===== config.mk =====
export PLATFORM = sky130hd
export DESIGN_NAME = api_slave
export DESIGN_NICKNAME = d
export VERILOG_FILES = /design/src/rtl/api_slave.sv
export SDC_FILE = /design/constraint.sdc
export NUM_CORES = 1
export LEC_CHECK = 0
export ABC_AREA = 1
export BUFFER_PORTS_ARGS = -buffer_cell sky130_fd_sc_hd__buf_2
export CAP_MARGIN = 20
export CORE_MARGIN = 4
export CORE_UTILIZATION = 55
export DETAILED_ROUTE_END_ITERATION = 7
export HOLD_SLACK_MARGIN = 0.06
export PLACE_DENSITY = 0.78
export SYNTH_ARGS = -nofsm -noshare
export SYNTH_HDL_FRONTEND = slang
export SYNTH_SLANG_ARGS = --single-unit

===== constraint.sdc =====
create_clock -name clk -period 4.8 [get_ports clk]
set_input_delay 0.24 -clock clk [delete_from_list [all_inputs] [get_ports clk]]
set_output_delay 0.24 -clock clk [all_outputs]
set_load 0.01 [all_outputs]

===== src/rtl/api_slave.sv =====
// SPI-style slave: synchronises sck/load/mosi into clk, assembles WORD_W-bit rx words
// and serialises tx words fetched from a non-FWFT source, with per-frame word accounting.
module api_slave #(
    parameter int unsigned WORD_W      = 32,
    parameter int unsigned FRAME_WORDS = 23,
    parameter int unsigned SYNC_STAGES = 2
) (
    input  logic              clk,
    input  logic              rst,
    input  logic              reg_rst,
    input  logic              load,
    input  logic              sck,
    input  logic              mosi,
    output logic              miso,
    output logic              rx_vld,
    output logic [WORD_W-1:0] rx_dat,
    output logic              tx_rd_en,
    input  logic [WORD_W-1:0] tx_dat,
    input  logic              tx_empty,
    output logic              frame_done,
    output logic [7:0]        word_cnt,
    output logic              short_frame,
    output logic [1:0]        state
);

    localparam int unsigned CntW = $clog2(WORD_W + 1);
    localparam logic [CntW-1:0] BitsFull = CntW'(WORD_W);
    localparam logic [7:0] WordsMax  = 8'(FRAME_WORDS);
    localparam logic [7:0] WordsLast = 8'(FRAME_WORDS - 1);

    typedef enum logic [1:0] {
        StIdle  = 2'd0,
        StShift = 2'd1,
        StDone  = 2'd2
    } state_e;

    state_e state_q, state_d;

    logic [SYNC_STAGES-1:0] sck_sync, load_sync, mosi_sync;
    logic                   sck_prev, load_prev;
    logic                   sck_s, load_s, mosi_s;
    logic                   sck_rise, sck_fall, load_rise, load_fall;

    logic [WORD_W-1:0] rx_sr_q, rx_sr_d;
    logic [WORD_W-1:0] tx_sr_q, tx_sr_d;
    logic [WORD_W-1:0] rx_dat_q, rx_dat_d;
    logic [CntW-1:0]   bit_cnt_q, bit_cnt_d;
    logic [7:0]        word_cnt_q, word_cnt_d;
    logic              rx_vld_q, rx_vld_d;
    logic              tx_rd_en_q, tx_rd_en_d;
    logic              tx_load_q, tx_load_d;
    logic              frame_done_q, frame_done_d;
    logic              short_q, short_d;
    logic              start_pend_q, start_pend_d;

    logic full, shift_en, word_done, enter_shift, enter_done, fetch;

    always_ff @(posedge clk or posedge rst) begin
        if (rst) begin
            sck_sync  <= '0;
            mosi_sync <= '0;
            load_sync <= '1;
            sck_prev  <= 1'b0;
            load_prev <= 1'b1;
        end else if (reg_rst) begin
            sck_sync  <= '0;
            mosi_sync <= '0;
            load_sync <= '1;
            sck_prev  <= 1'b0;
            load_prev <= 1'b1;
        end else begin
            sck_sync[0]  <= sck;
            mosi_sync[0] <= mosi;
            load_sync[0] <= load;
            for (int i = 1; i < SYNC_STAGES; i++) begin
                sck_sync[i]  <= sck_sync[i-1];
                mosi_sync[i] <= mosi_sync[i-1];
                load_sync[i] <= load_sync[i-1];
            end
            sck_prev  <= sck_sync[SYNC_STAGES-1];
            load_prev <= load_sync[SYNC_STAGES-1];
        end
    end

    assign sck_s     = sck_sync[SYNC_STAGES-1];
    assign load_s    = load_sync[SYNC_STAGES-1];
    assign mosi_s    = mosi_sync[SYNC_STAGES-1];
    assign sck_rise  = sck_s & ~sck_prev;
    assign sck_fall  = ~sck_s & sck_prev;
    assign load_rise = load_s & ~load_prev;
    assign load_fall = ~load_s & load_prev;

    always_comb begin
        state_d = state_q;
        case (state_q)
            StIdle:  if (load_fall || start_pend_q) state_d = StShift;
            StShift: if (load_rise) state_d = StDone;
            StDone:  state_d = StIdle;
            default: state_d = StIdle;
        endcase
        if (reg_rst) state_d = StIdle;
    end

    always_ff @(posedge clk or posedge rst) begin
        if (rst) state_q <= StIdle;
        else     state_q <= state_d;
    end

    assign full        = (word_cnt_q == WordsMax);
    assign shift_en    = (state_q == StShift) && !load_rise && !full;
    assign word_done   = (state_q == StShift) && (bit_cnt_q == BitsFull);
    assign enter_shift = (state_q == StIdle) && (state_d == StShift);
    assign enter_done  = (state_q == StShift) && load_rise;
    // No fetch after the last accepted word, so miso stays idle-high for the overrun.
    assign fetch       = enter_shift ||
                         (word_done && !load_rise && (word_cnt_q < WordsLast));

    always_comb begin
        rx_sr_d      = rx_sr_q;
        tx_sr_d      = tx_sr_q;
        rx_dat_d     = rx_dat_q;
        bit_cnt_d    = bit_cnt_q;
        word_cnt_d   = word_cnt_q;
        short_d      = short_q;
        rx_vld_d     = 1'b0;
        tx_rd_en_d   = 1'b0;
        frame_done_d = 1'b0;
        tx_load_d    = tx_rd_en_q;
        start_pend_d = (state_q == StDone) && load_fall;

        if (enter_shift) begin
            bit_cnt_d  = '0;
            word_cnt_d = '0;
            rx_sr_d    = '0;
        end else if (word_done) begin
            rx_vld_d   = 1'b1;
            rx_dat_d   = rx_sr_q;
            word_cnt_d = word_cnt_q + 8'd1;
            bit_cnt_d  = '0;
        end else if (shift_en && sck_rise) begin
            rx_sr_d   = {rx_sr_q[WORD_W-2:0], mosi_s};
            bit_cnt_d = bit_cnt_q + 1'b1;
        end

        // The falling edge that trails a completed word must not eat the next word's MSB.
        if (fetch) begin
            tx_rd_en_d = ~tx_empty;
            tx_sr_d    = '1;
        end else if (tx_load_q) begin
            tx_sr_d = tx_dat;
        end else if (shift_en && sck_fall && (bit_cnt_q != '0)) begin
            tx_sr_d = {tx_sr_q[WORD_W-2:0], 1'b1};
        end

        if (enter_done) begin
            frame_done_d = 1'b1;
            if ((bit_cnt_q != '0) && !word_done) short_d = 1'b1;
        end

        if (reg_rst) begin
            rx_sr_d      = '0;
            tx_sr_d      = '1;
            rx_dat_d     = '0;
            bit_cnt_d    = '0;
            word_cnt_d   = '0;
            short_d      = 1'b0;
            rx_vld_d     = 1'b0;
            tx_rd_en_d   = 1'b0;
            frame_done_d = 1'b0;
            tx_load_d    = 1'b0;
            start_pend_d = 1'b0;
        end
    end

    always_ff @(posedge clk or posedge rst) begin
        if (rst) begin
            rx_sr_q      <= '0;
            tx_sr_q      <= '1;
            rx_dat_q     <= '0;
            bit_cnt_q    <= '0;
            word_cnt_q   <= '0;
            short_q      <= 1'b0;
            rx_vld_q     <= 1'b0;
            tx_rd_en_q   <= 1'b0;
            frame_done_q <= 1'b0;
            tx_load_q    <= 1'b0;
            start_pend_q <= 1'b0;
        end else begin
            rx_sr_q      <= rx_sr_d;
            tx_sr_q      <= tx_sr_d;
            rx_dat_q     <= rx_dat_d;
            bit_cnt_q    <= bit_cnt_d;
            word_cnt_q   <= word_cnt_d;
            short_q      <= short_d;
            rx_vld_q     <= rx_vld_d;
            tx_rd_en_q   <= tx_rd_en_d;
            frame_done_q <= frame_done_d;
            tx_load_q    <= tx_load_d;
            start_pend_q <= start_pend_d;
        end
    end

    assign miso        = (state_q == StShift && !full) ? tx_sr_q[WORD_W-1] : 1'b1;
    assign rx_vld      = rx_vld_q;
    assign rx_dat      = rx_dat_q;
    assign tx_rd_en    = tx_rd_en_q;
    assign frame_done  = frame_done_q;
    assign word_cnt    = word_cnt_q;
    assign short_frame = short_q;
    assign state       = state_q;

endmodule


### Word level (Yosys, flattened, before mapping)

Index checks and enable logic that the tools add are counted.

| word-level totals | value |
|---|---|
| output and inout port bits | 47 |
| register bits | 126 |
| word-level logic and storage cells | 106 |
| input bits | 39 |

| cells by class | value |
|---|---|
| $add $sub $neg | 2 |
| reductions and logical operators | 30 |
| multiplexer cells | 40 |
| equal/unequal tests | 7 |
| bitwise operators | 9 |
| $lt $le $gt $ge | 1 |

Operator list:

| operator | number |
|---|---|
| 32-bit 2-to-1 mux | 11 |
| 6-bit 2-to-1 mux | 4 |
| 8-bit 2-to-1 mux | 3 |
| 1-bit 2-to-1 mux | 15 |
| 1-bit logical AND | 13 |
| 2-bit 2-to-1 mux | 6 |
| 8-bit by 1-bit adder with 8-bit output, second input constant | 1 |
| 8-bit by 5-bit equality test with 1-bit output, second input constant | 1 |
| 8-bit by 5-bit < comparator with 1-bit output, second input constant | 1 |
| 4-bit nonzero test | 2 |
| 6-bit by 1-bit adder with 6-bit output, second input constant | 1 |
| 6-bit equality test, second input constant | 1 |
| 2-bit AND reduction | 3 |
| 2-bit nonzero test | 3 |
| 3-bit nonzero test | 2 |
| 6-bit nonzero test | 1 |
| 1-bit inverter | 5 |
| 1-bit bitwise AND | 4 |
| 2-bit by 1-bit equality test with 1-bit output, second input constant | 2 |
| 2-bit one-hot mux with 2 select lines | 1 |
| 1-bit zero test | 3 |
| 3-bit by 2-bit != test with 1-bit output, second input constant | 1 |
| 2-bit equality test, second input constant | 1 |
| 2-bit zero test | 1 |
| other kinds (2) | 3 |

### Logic depth before layout (Yosys ltp)

Gate-level depths: netlist of the first run.

| logic depth | value |
|---|---|
| word-level depth | 11 |
| mapped depth | 11 |
| gate-level depth less buffers | 11 |

### Least setup slack after synthesis of the first run

Ideal clock, no wire load.

| path | value |
|---|---|
| path type | reg-to-reg |
| from | register word_cnt_q[0], in the netlist word_cnt[0] |
| to | register rx_sr_q[10] |
| stages on the path, launching flop included | 11 |
| data required time | 4735 ps |
| setup time | 65 ps |
| path buffers | 2 |
| clock period less this slack | 1667 ps |
| slack | 3133 ps |
| arrival | 1601 ps |
| cell sequence | dfrtp_1 ha_1 nand2_1 nor2_1 nand3_1 nand3_2 nor2_2 buf_4 buf_6 nand3_1 nand2_1 |

| between the ends | value |
|---|---|
| longest elaborated chain between the ends | 6 |

RTL lines:

| item | line | RTL |
|---|---|---|
| start: declaration | 48 | `logic [7:0] word_cnt_q, word_cnt_d;` |
| start signal: assignment | 193 | `word_cnt_q <= word_cnt_d;` |
| 8-bit by 5-bit equality test with 1-bit output | 109 | `assign full = (word_cnt_q == WordsMax);` |
| 1-bit zero test | 110 | `assign shift_en = (state_q == StShift) && !load_rise && !full;` |
| 1-bit logical AND | 110 |  |
| 1-bit logical AND | 140 | `end else if (shift_en && sck_rise) begin` |
| 3-bit nonzero test (no line) | -- |  |
| 2-bit AND reduction (no line) | -- |  |
| end signal: assignment | 189 | `rx_sr_q <= rx_sr_d;` |
| end: declaration | 44 | `logic [WORD_W-1:0] rx_sr_q, rx_sr_d;` |

Every way passes these cells.
A chain may end at the register's enable or synchronous reset.

### Final worst setup path of the first run

| path | value |
|---|---|
| from | register tx_load_q |
| to | register tx_sr_q[13] |

| between the ends | value |
|---|---|
| longest elaborated chain between the ends | 3 |
| elaborated cells on any way between the ends | 4 |
| classes of those cells | 3 x mux; 1 x reduce/logical |

RTL lines:

| item | line | RTL |
|---|---|---|
| start: declaration | 51 | `logic tx_load_q, tx_load_d;` |
| start signal: assignment | 198 | `tx_load_q <= tx_load_d;` |
| 32-bit 2-to-1 mux | 149 | `end else if (tx_load_q) begin` |
| 32-bit 2-to-1 mux | 146 | `if (fetch) begin` |
| 32-bit 2-to-1 mux | 160 | `if (reg_rst) begin` |
| end signal: assignment | 190 | `tx_sr_q <= tx_sr_d;` |
| end: declaration | 45 | `logic [WORD_W-1:0] tx_sr_q, tx_sr_d;` |

Parallel ways exist; a longest one is shown, timed or not.

==> results.cfg, run 1 <==
[critical_path]
critPathCaptureType = register
critPathKind = register to register
cp-start-kind = register
crit_arrival_ns = 2.80
crit_path_max_fanout = 33
required_ns = 5.23

[cts]
clock_path_buffers = 2
cts_inserted_buffers = 17
cts_tree = yes
post_cts_buffers = 0
ctsHtreeMaxLevel = 4
worstSkewPairLatency_ns = 0.52
root_buffer = clkbuf_8
cts-resized-gates = 0
path_clk_slew_ns = 0.06
clkSinkCount = 126

[drt]
ant_nets = 0
drt_iter0_markers = 386
vias = 4862
vias_per_cell = 5.62
wl_microns = 13400
avgRoutedWirePerCell_microns = 15.5
drc_errors = 0
firstDrtPassIters = 7

[pwr]
power_frac_seq_pct = 43.3
power_density_nw_per_um2 = 368
combPwrFrac_pct = 6.2
switching_share_pct = 23.9
switching_power_uw = 615
p_int_mw = 1.96
pwr-share-clk_pct = 50.5
p_leak_nw = 3.73
ir_worst_vdd_mv = 0.278
power.total_mw = 2.57

[timing]
slew_viol_final = 0
worstMarginPinSlew_ns = 1.10
setup_viol = 0
hold_violations = 0
grt_setup_unrepaired = no
setup_tns_ns = 0
layout_setup_ws_ns = 2.43
clock_skew_ns = 0.00917
slew_headroom_pct = 26.4
period_minus_slack_ns = 2.37
period_share_pct = 49.4
timing.hold.ws_ns = 0.0835
max_freq_mhz = 422

[cells_and_area]
fin_nets = 761
num_antenna_cells = 0
stdcell_count = 865
area_growth_pct = 22.3
drive_gt1_share_pct = 24.6

[global_routing]
antenna_found_initial = 0
grt_pass1_vias = 4723
grt_pass1_wl_microns = 22400
grt.total_usage_pct = 23.7
grt_start_max_net_pins = 93
grt-ovfl-total = 0

[synth]
synth_area_sq_um = 5720
synth.avg_cell_area_sq_um = 9.14
synth-edff-count = 0
ys_warn_count = 0
ys.flop_type = dfrtp_1
synth_top_area_share_pct = 39.8
synth.largest_area_cell = dfrtp_1
seq_area_frac_synth_pct = 55.9
synth_cell_types = 31
synth.ff_latch_count = 126
synth.area.top_cells = dfrtp_1 (40%), dfstp_2 (16%), nand3_1 (11%)
synth_nets = 667
syn_inst = 625
async_flop_share_pct = 100

[hold_path]
worstHoldPathType = input port to register

[die]
pin_count = 86
start_util_pct = 57.4
die_height_microns = 110
core_sq_um = 9950
die_area_sq_um = 12100
dieWidth_microns = 110
fp-row-count = 36

[run]
cap_violations = 0

[placement]
dp_cells = 809
place_ws_ns = 2.16
place_congestion = 0.835
buffer_ports.inserted = 85
hpwl_microns = 7790

[run_status]
outcome = complete, no violations
power groups by stage:
stage          sequential [mW]  combinational, mW  clock [mW]
2_1_floorplan             1.13              0.105           0
3_3_place_gp              1.13              0.137           0
3_5_place_dp              1.13              0.140           0
4_1_cts                   1.11              0.155        1.31
5_1_grt                   1.12              0.178        1.37
6_report                  1.11              0.159        1.30
synth_stat cells, types with 2 or more instances:
library cell / instances
nor2_2: 4
o21ai_0: 3
buf_6: 3
inv_2: 4
nand2_2: 2
nor2_1: 23
or2_2: 3
buf_1: 4
dfstp_2: 35
a22o_1: 30
nand2_1: 136
a21oi_1: 2
o22ai_1: 34
nor3_1: 2
inv_1: 60
buf_2: 15
a21oi_4: 2
dfrtp_1: 91
buf_4: 11
clkbuf_1: 8
o21bai_1: 2
nand4_1: 7
xor2_1: 6
ha_1: 3
nand3_1: 129
metal layers:
metal	routed length [microns]	up-vias	global-route usage, %
met5	0	-	0
met4	203	0	7.93
met3	831	18	5.81
met2	6660	197	38.6
met1	5750	2369	31.1
li1	-	2278	-
cell type report:
type	count	area [sq um]
Sequential cell	126	3200
Clock inverter	15	181
Multi-Input combinational cell	394	2050
Timing Repair Buffer	116	741
Clock buffer	17	414
Tap cell	133	166
Inverter	64	243
Fill cell	765	2960
worst paths after layout:
path | end | slack [ns] | cells after the start | from
max reg2reg | tx_sr_q[13] | 2.43 | 8 | tx_load_q
max in group asynchronous | tx_sr_q[24] | 3.72 | 4 | rst
max | tx_sr_q[13] | 2.43 | 8 | tx_load_q
min reg2reg | mosi_sync[1] | 0.48 | 2 | mosi_sync[0]
min | tx_sr_q[29] | 0.08 | 5 | tx_dat[29]
min in group asynchronous | rx_dat[19] | 0.27 | 3 | rst
worst max-delay path: stages, from the launching register on:
cell and delay [ns]:
dfrtp_1 0.36, nor2_2 0.04, buf_4 0.25, inv_1 0.77
o21bai_2 0.41, buf_8 0.24, nand2_1 0.07, nand2_1 0.07
nand2_1 0.05
registers in the layout, summed over array words and instances (netlist names):
signal and cells:
tx_rd_en 1, tx_load_q 1, bit_cnt_q 6, start_pend_q 1
rx_vld 1, word_cnt 8, frame_done 1, load_sync 2
load_prev 1, sck_sync 2, rx_dat 32, tx_sr_q 32
mosi_sync 2, sck_prev 1, rx_sr_q 32, state 2
short_frame 1
layout by cell type (no fill, tap or decap), types with 2 or more instances in the layout:
| cell type | count |
|---|---|
| a21oi_1 | 2 |
| a21oi_4 | 2 |
| a22o_1 | 30 |
| buf_2 | 85 |
| buf_4 | 7 |
| bufinv_16 | 3 |
| clkbuf_16 | 16 |
| clkinv_2 | 4 |
| dfrtp_1 | 91 |
| dfstp_2 | 35 |
| dlygate4sd3_1 | 22 |
| ha_1 | 3 |
| inv_1 | 59 |
| inv_2 | 4 |
| inv_6 | 5 |
| nand2_1 | 136 |
| nand2_2 | 2 |
| nand3_1 | 129 |
| nand4_1 | 7 |
| nor2_1 | 22 |
| nor2_2 | 5 |
| nor3_1 | 2 |
| o21ai_0 | 3 |
| o22ai_1 | 34 |
| or2_2 | 3 |
| xor2_1 | 6 |
logic make-up (layout without fill, tap and decap cells):
| group | count (synthesis) | count (layout) | synth area share, % |
|---|---|---|---|
| AND/OR/NAND/NOR | 309 | 309 | 24.1 |
| adder cells (fa/ha/maj) | 3 | 3 | 0.657 |
| XOR/XNOR | 7 | 7 | 1.07 |
| AO/OA/AOI/OAI | 74 | 74 | 9.74 |
| buffers and inverters | 105 | 212 | 8.34 |
| flip-flops | 126 | 126 | 55.9 |
| multiplexers | 1 | 1 | 0.175 |
timing repair:
action | 4_1_cts | 5_1_grt
endpoints found under the setup margin | 0 | 0
hold endpoints to repair | 102 | 0
hold buffers | 22 | 0
stage by stage:
step | cell area [sq um] | utilization (%)
final | 6990 | 70.2
after global routing | 6990 | 70.2
after detailed placement | 6130 | 61.6
after CTS | 6950 | 69.8
after floorplan | 5720 | -
after global placement | 6130 | 61.6
Power figures use the tool's default switching activity.
==> run 2: changes to the inputs <==
--- a/config.mk
+++ b/config.mk
@@ -9,10 +9,10 @@
 export BUFFER_PORTS_ARGS = -buffer_cell sky130_fd_sc_hd__buf_2
 export CAP_MARGIN = 20
 export CORE_MARGIN = 4
-export CORE_UTILIZATION = 55
+export CORE_UTILIZATION = 51
 export DETAILED_ROUTE_END_ITERATION = 7
 export HOLD_SLACK_MARGIN = 0.06
-export PLACE_DENSITY = 0.78
+export PLACE_DENSITY = 0.76
 export SYNTH_ARGS = -nofsm -noshare
 export SYNTH_HDL_FRONTEND = slang
 export SYNTH_SLANG_ARGS = --single-unit
==> constraint.sdc (replaced) <==
create_clock -name clk -period 1.94 [get_ports clk]
set_input_delay 0.097 -clock clk [delete_from_list [all_inputs] [get_ports clk]]
set_output_delay 0.097 -clock clk [all_outputs]
set_load 0.01 [all_outputs]
==> run 2 against run 1 <==
- worst hold slack improved by 0.080 ns
- first-iteration DRC count increased by 23%
- sequential share of layout area decreased by 2.4 points
- critical path depth decreased by 1
- via count increased by 2.7%
- utilization decreased by 2.5 points
- register-to-register slack got worse by 2.3 ns
- critical endpoint is now miso
- largest power group unchanged
- highest routed layer unchanged
==> results.cfg, run 2 (synthesis results as in run 1) <==
[global_routing]
grt_start_max_net_pins = 70
grt_pass1_wl_microns = 23700
antenna_found_initial = 0
grt.total_usage_pct = 22.7
grt_pass1_vias = 5017
grt-ovfl-total = 0

[hold_path]
worstHoldPathType = input port to asynchronous set/reset pin

[cts]
clkSinkCount = 126
root_buffer = clkbuf_8
clock_path_buffers = 2
cts_tree = yes
path_clk_slew_ns = 0.06
ctsHtreeMaxLevel = 4
cts_inserted_buffers = 17
worstSkewPairLatency_ns = 0.53

[drt]
ant_nets = 0
wl_microns = 14000
firstDrtPassIters = 5
avgRoutedWirePerCell_microns = 15.5
drt_iter0_markers = 474
vias_per_cell = 5.52
drc_errors = 0
vias = 4991

[timing]
layout_setup_ws_ns = 0.0669
setup_viol = 0
slew_headroom_pct = 63.9
timing.hold.ws_ns = 0.164
period_share_pct = 96.6
period_minus_slack_ns = 1.87
worstMarginPinSlew_ns = 0.540
clock_skew_ns = 0.00896
max_freq_mhz = 534
hold_violations = 0
slew_viol_final = 0

[die]
pin_count = 86
die_height_microns = 114
dieWidth_microns = 114
die_area_sq_um = 13000
fp-row-count = 38
start_util_pct = 52.5
core_sq_um = 10900

[cells_and_area]
final_cell_mix = nand2_1 (134), nand3_1 (128), dfrtp_1 (91)
post-route-util_pct = 67.8
fin_nets = 793
multi_input_area_sq_um = 2080
seqCellArea_sq_um = 3200
drive_gt1_share_pct = 25.7
num_antenna_cells = 0
area_growth_pct = 29.1
final_common_cell = nand2_1
num-fill-cells = 803
fin_area_sq_um = 7380

[critical_path]
r2r_start = bit_cnt_q[0]
required_ns = 1.84
crit_path_max_fanout = 4
r2r_cells = 11
crit_arrival_ns = 1.78
critPathKind = register to output pin
r2r_slack_ns = 0.15
critPathCaptureType = output pin
rr_endpoint = rx_sr_q[15]
cp-start-kind = register

[placement]
placed_area_sq_um = 6330
place_congestion = 0.848
hpwl_microns = 8300
place_ws_ns = 0.0832
buffer_ports.inserted = 85

[pwr]
ir_worst_vdd_mv = 0.573
power.total_mw = 6.27
power_density_nw_per_um2 = 850
p_leak_nw = 3.87

[run]
cap_violations = 0

[run_status]
outcome = complete, no violations
run 2: worst max path at each step:
stage | startpoint | endpoint | slack [ns] | cells after the start
6_report | word_cnt[0] | miso | 0.07 | 7
4_1_cts | word_cnt[0] | miso | 0.01 | 7
2_1_floorplan | word_cnt[0] | rx_sr_q[10] | 0.27 | 10
3_5_place_dp | word_cnt[0] | rx_sr_q[7] | 0.08 | 9
5_1_grt | bit_cnt_q[0] | rx_sr_q[23] | -0.06 | 11
3_3_place_gp | word_cnt[0] | rx_sr_q[29] | 0.19 | 9
run 2: cell type report:
type	instances	share of cell area (%)
clock buffers	20	5.77
clock inverters	12	1.97
inverters	64	3.34
multi-input cells	394	28.1
flip-flops and latches	126	43.3
well taps	140	2.37
repair buffers	148	15.1
run 2: through the flow:
stage,setup TNS (ns),cells
floorplan,0,625
global placement,0,828
detailed placement,0,828
CTS,0,902
global route,-1.05,904
finish,0,904
run 2: worst max-delay path: stages, from the launching register on:
cell	delay [ns]
dfrtp_1	0.39
ha_2	0.21
nand2_1	0.08
nor2_2	0.15
nand3_2	0.11
buf_6	0.15
nand2_2	0.07
buf_6	0.10
run 2: metal layers:
layer,vias up,track usage [%],wire [microns]
li1,2344,-,-
met1,2419,30.2,6100
met2,187,35.2,6710
met3,41,5.25,821
met4,0,11.5,405
met5,-,0,0
run 2: repair_timing:
action,4_1_cts,5_1_grt
endpoints found under the hold margin,117,0
hold buffers,40,0
setup endpoints to repair,1,34
resized for setup,3,9
pin swaps,0,2
buffers inserted,2,2
run 2: where the power goes:
group          switching (mW)  internal (mW)
Clock                    1.13           1.94
Combinational           0.263          0.185
Sequential             0.0315           2.72
==> run 3: changes to the inputs <==
--- a/config.mk
+++ b/config.mk
@@ -8,11 +8,10 @@
 export ABC_AREA = 1
 export BUFFER_PORTS_ARGS = -buffer_cell sky130_fd_sc_hd__buf_2
 export CAP_MARGIN = 20
-export CORE_MARGIN = 4
-export CORE_UTILIZATION = 51
+export CORE_UTILIZATION = 41
 export DETAILED_ROUTE_END_ITERATION = 7
 export HOLD_SLACK_MARGIN = 0.06
-export PLACE_DENSITY = 0.76
+export PLACE_DENSITY = 0.64
 export SYNTH_ARGS = -nofsm -noshare
 export SYNTH_HDL_FRONTEND = slang
 export SYNTH_SLANG_ARGS = --single-unit
==> run 3 against run 2 <==
- sequential cell count did not move
- clock power decreased by 4%
- sequential share of layout area rose by 0.54 points
- cell area shrank 1.2%
- routed wire length fell by 3.4%
- largest power group unchanged
==> results.cfg, run 3 (synthesis results as in run 1) <==
[cts]
worstSkewPairLatency_ns = 0.41
clkSinkCount = 126
cts_tree = yes
clock_path_buffers = 2
cts_inserted_buffers = 17
ctsHtreeMaxLevel = 4
root_buffer = clkbuf_16
path_clk_slew_ns = 0.06

[drt]
drc_errors = 0
drt_iter0_markers = 335
ant_nets = 0
avgRoutedWirePerCell_microns = 14.6
firstDrtPassIters = 5
vias_per_cell = 5.19
wl_microns = 13600
vias = 4828

[timing]
slew_viol_final = 0
layout_setup_ws_ns = 0.134
slew_headroom_pct = 55.2
worstMarginPinSlew_ns = 0.673
clock_skew_ns = 0.00720
period_share_pct = 93.1
setup_tns_ns = 0
grt_setup_unrepaired = no
period_minus_slack_ns = 1.81
max_freq_mhz = 554
hold_violations = 0
setup_viol = 0

[global_routing]
grt_pass1_wl_microns = 22500
grt_pass1_vias = 4675
antenna_found_initial = 0
grt.total_usage_pct = 19.8
grt-ovfl-total = 0
grt_start_max_net_pins = 127

[critical_path]
critPathKind = register to register
crit_path_start = load_prev
crit_path_max_fanout = 7
crit_arrival_ns = 2.11
cp-start-kind = register
required_ns = 2.24
critPathCaptureType = register
r2r_start = load_prev

[run]
cap_violations = 0

[cells_and_area]
final_common_cell = nand2_1
drive_gt1_share_pct = 24.8
area_growth_pct = 27.5
final_cell_mix = nand2_1 (136), nand3_1 (129), dfrtp_1 (91)
num_antenna_cells = 0
fin_area_sq_um = 7290
fin_nets = 784

[placement]
buffer_ports.inserted = 85
placed_area_sq_um = 6350
hpwl_microns = 7890
place_ws_ns = 0.0666
place_congestion = 0.798

[die]
die_area_sq_um = 14400
pin_count = 86
die_height_microns = 120
start_util_pct = 42.7
fp-row-count = 42
core_sq_um = 13400
dieWidth_microns = 120

[pwr]
power_density_nw_per_um2 = 844
p_leak_nw = 3.82
ir_worst_vdd_mv = 0.556

[run_status]
outcome = complete, no violations

[hold_path]
worstHoldPathType = input port to register
hold_start = tx_dat[4]
## run 3: cell count changes in the layout (fill, tap and decap cells not counted), sizes merged
cell,previous run,this run
buf,108,102
bufinv,3,1
clkbuf,20,19
clkinv,5,7
clkinvlp,5,4
dlygate4sd3,40,37
inv,63,65
## run 3: metal layers
layer	share of wire, %	wire, microns	track usage [%]	up-vias
met2	47	6350	30.4	150
met1	46	6290	26.1	2326
met4	2.0	278	7.73	0
li1	-	-	-	2325
met3	4.8	649	5.89	27
met5	0	0	0	-
## run 3: critical path, stage by stage, from the launching register on
cell and delay (ns):
dfstp_2 0.53, inv_1 0.06, nand2_1 0.16, nand2_1 0.12, nand2_2 0.11, nand3_1 0.10
buf_4 0.18, nand2_1 0.20, inv_1 0.12, nand2_1 0.07, nand2_1 0.05
## run 3: final timing paths
| kind | slack (ns) | endpoint | depth (start not counted) |
|---|---|---|---|
| max in group asynchronous | 1.02 | short_frame | 4 |
| min reg2reg | 0.48 | sck_sync[1] | 2 |
| max | 0.13 | word_cnt[7] | 10 |
| min in group asynchronous | 0.39 | rx_dat[4] | 4 |
| min | 0.1 | tx_sr_q[4] | 5 |
| max reg2reg | 0.13 | word_cnt[7] | 10 |
## run 3: power breakdown
part           internal (mW)  switching (mW)
combinational          0.173           0.259
sequential              2.72          0.0327
clock                   1.80            1.17
total                   4.69            1.46
## run 3: what timing repair did
item	CTS	global route
gates resized for setup	0	3
buffers inserted	0	0
endpoints found under the hold margin	127	0
hold buffers	37	0
setup endpoints to repair	0	58
## run 3: per-stage QoR
stage / std cells / power, mW / util (%) / hold WS (ns)
floorplan: 625 / 3.05 / - / 0.163
global placement: 862 / 3.16 / 47.4 / 0.267
detailed placement: 862 / 3.17 / 47.4 / 0.271
CTS: 931 / 6.20 / 54.3 / 0.0758
global route: 931 / 6.39 / 54.4 / 0.118
finish: 931 / 6.15 / 54.4 / 0.0978
## run 3: final cells by class
type | count | area (sq um)
inverters | 64 | 246
clock inverters | 13 | 116
fillers | 1187 | 6110
multi-input cells | 394 | 2050
repair buffers | 139 | 1010
well taps | 176 | 220
flip-flops and latches | 126 | 3200
clock buffers | 19 | 443
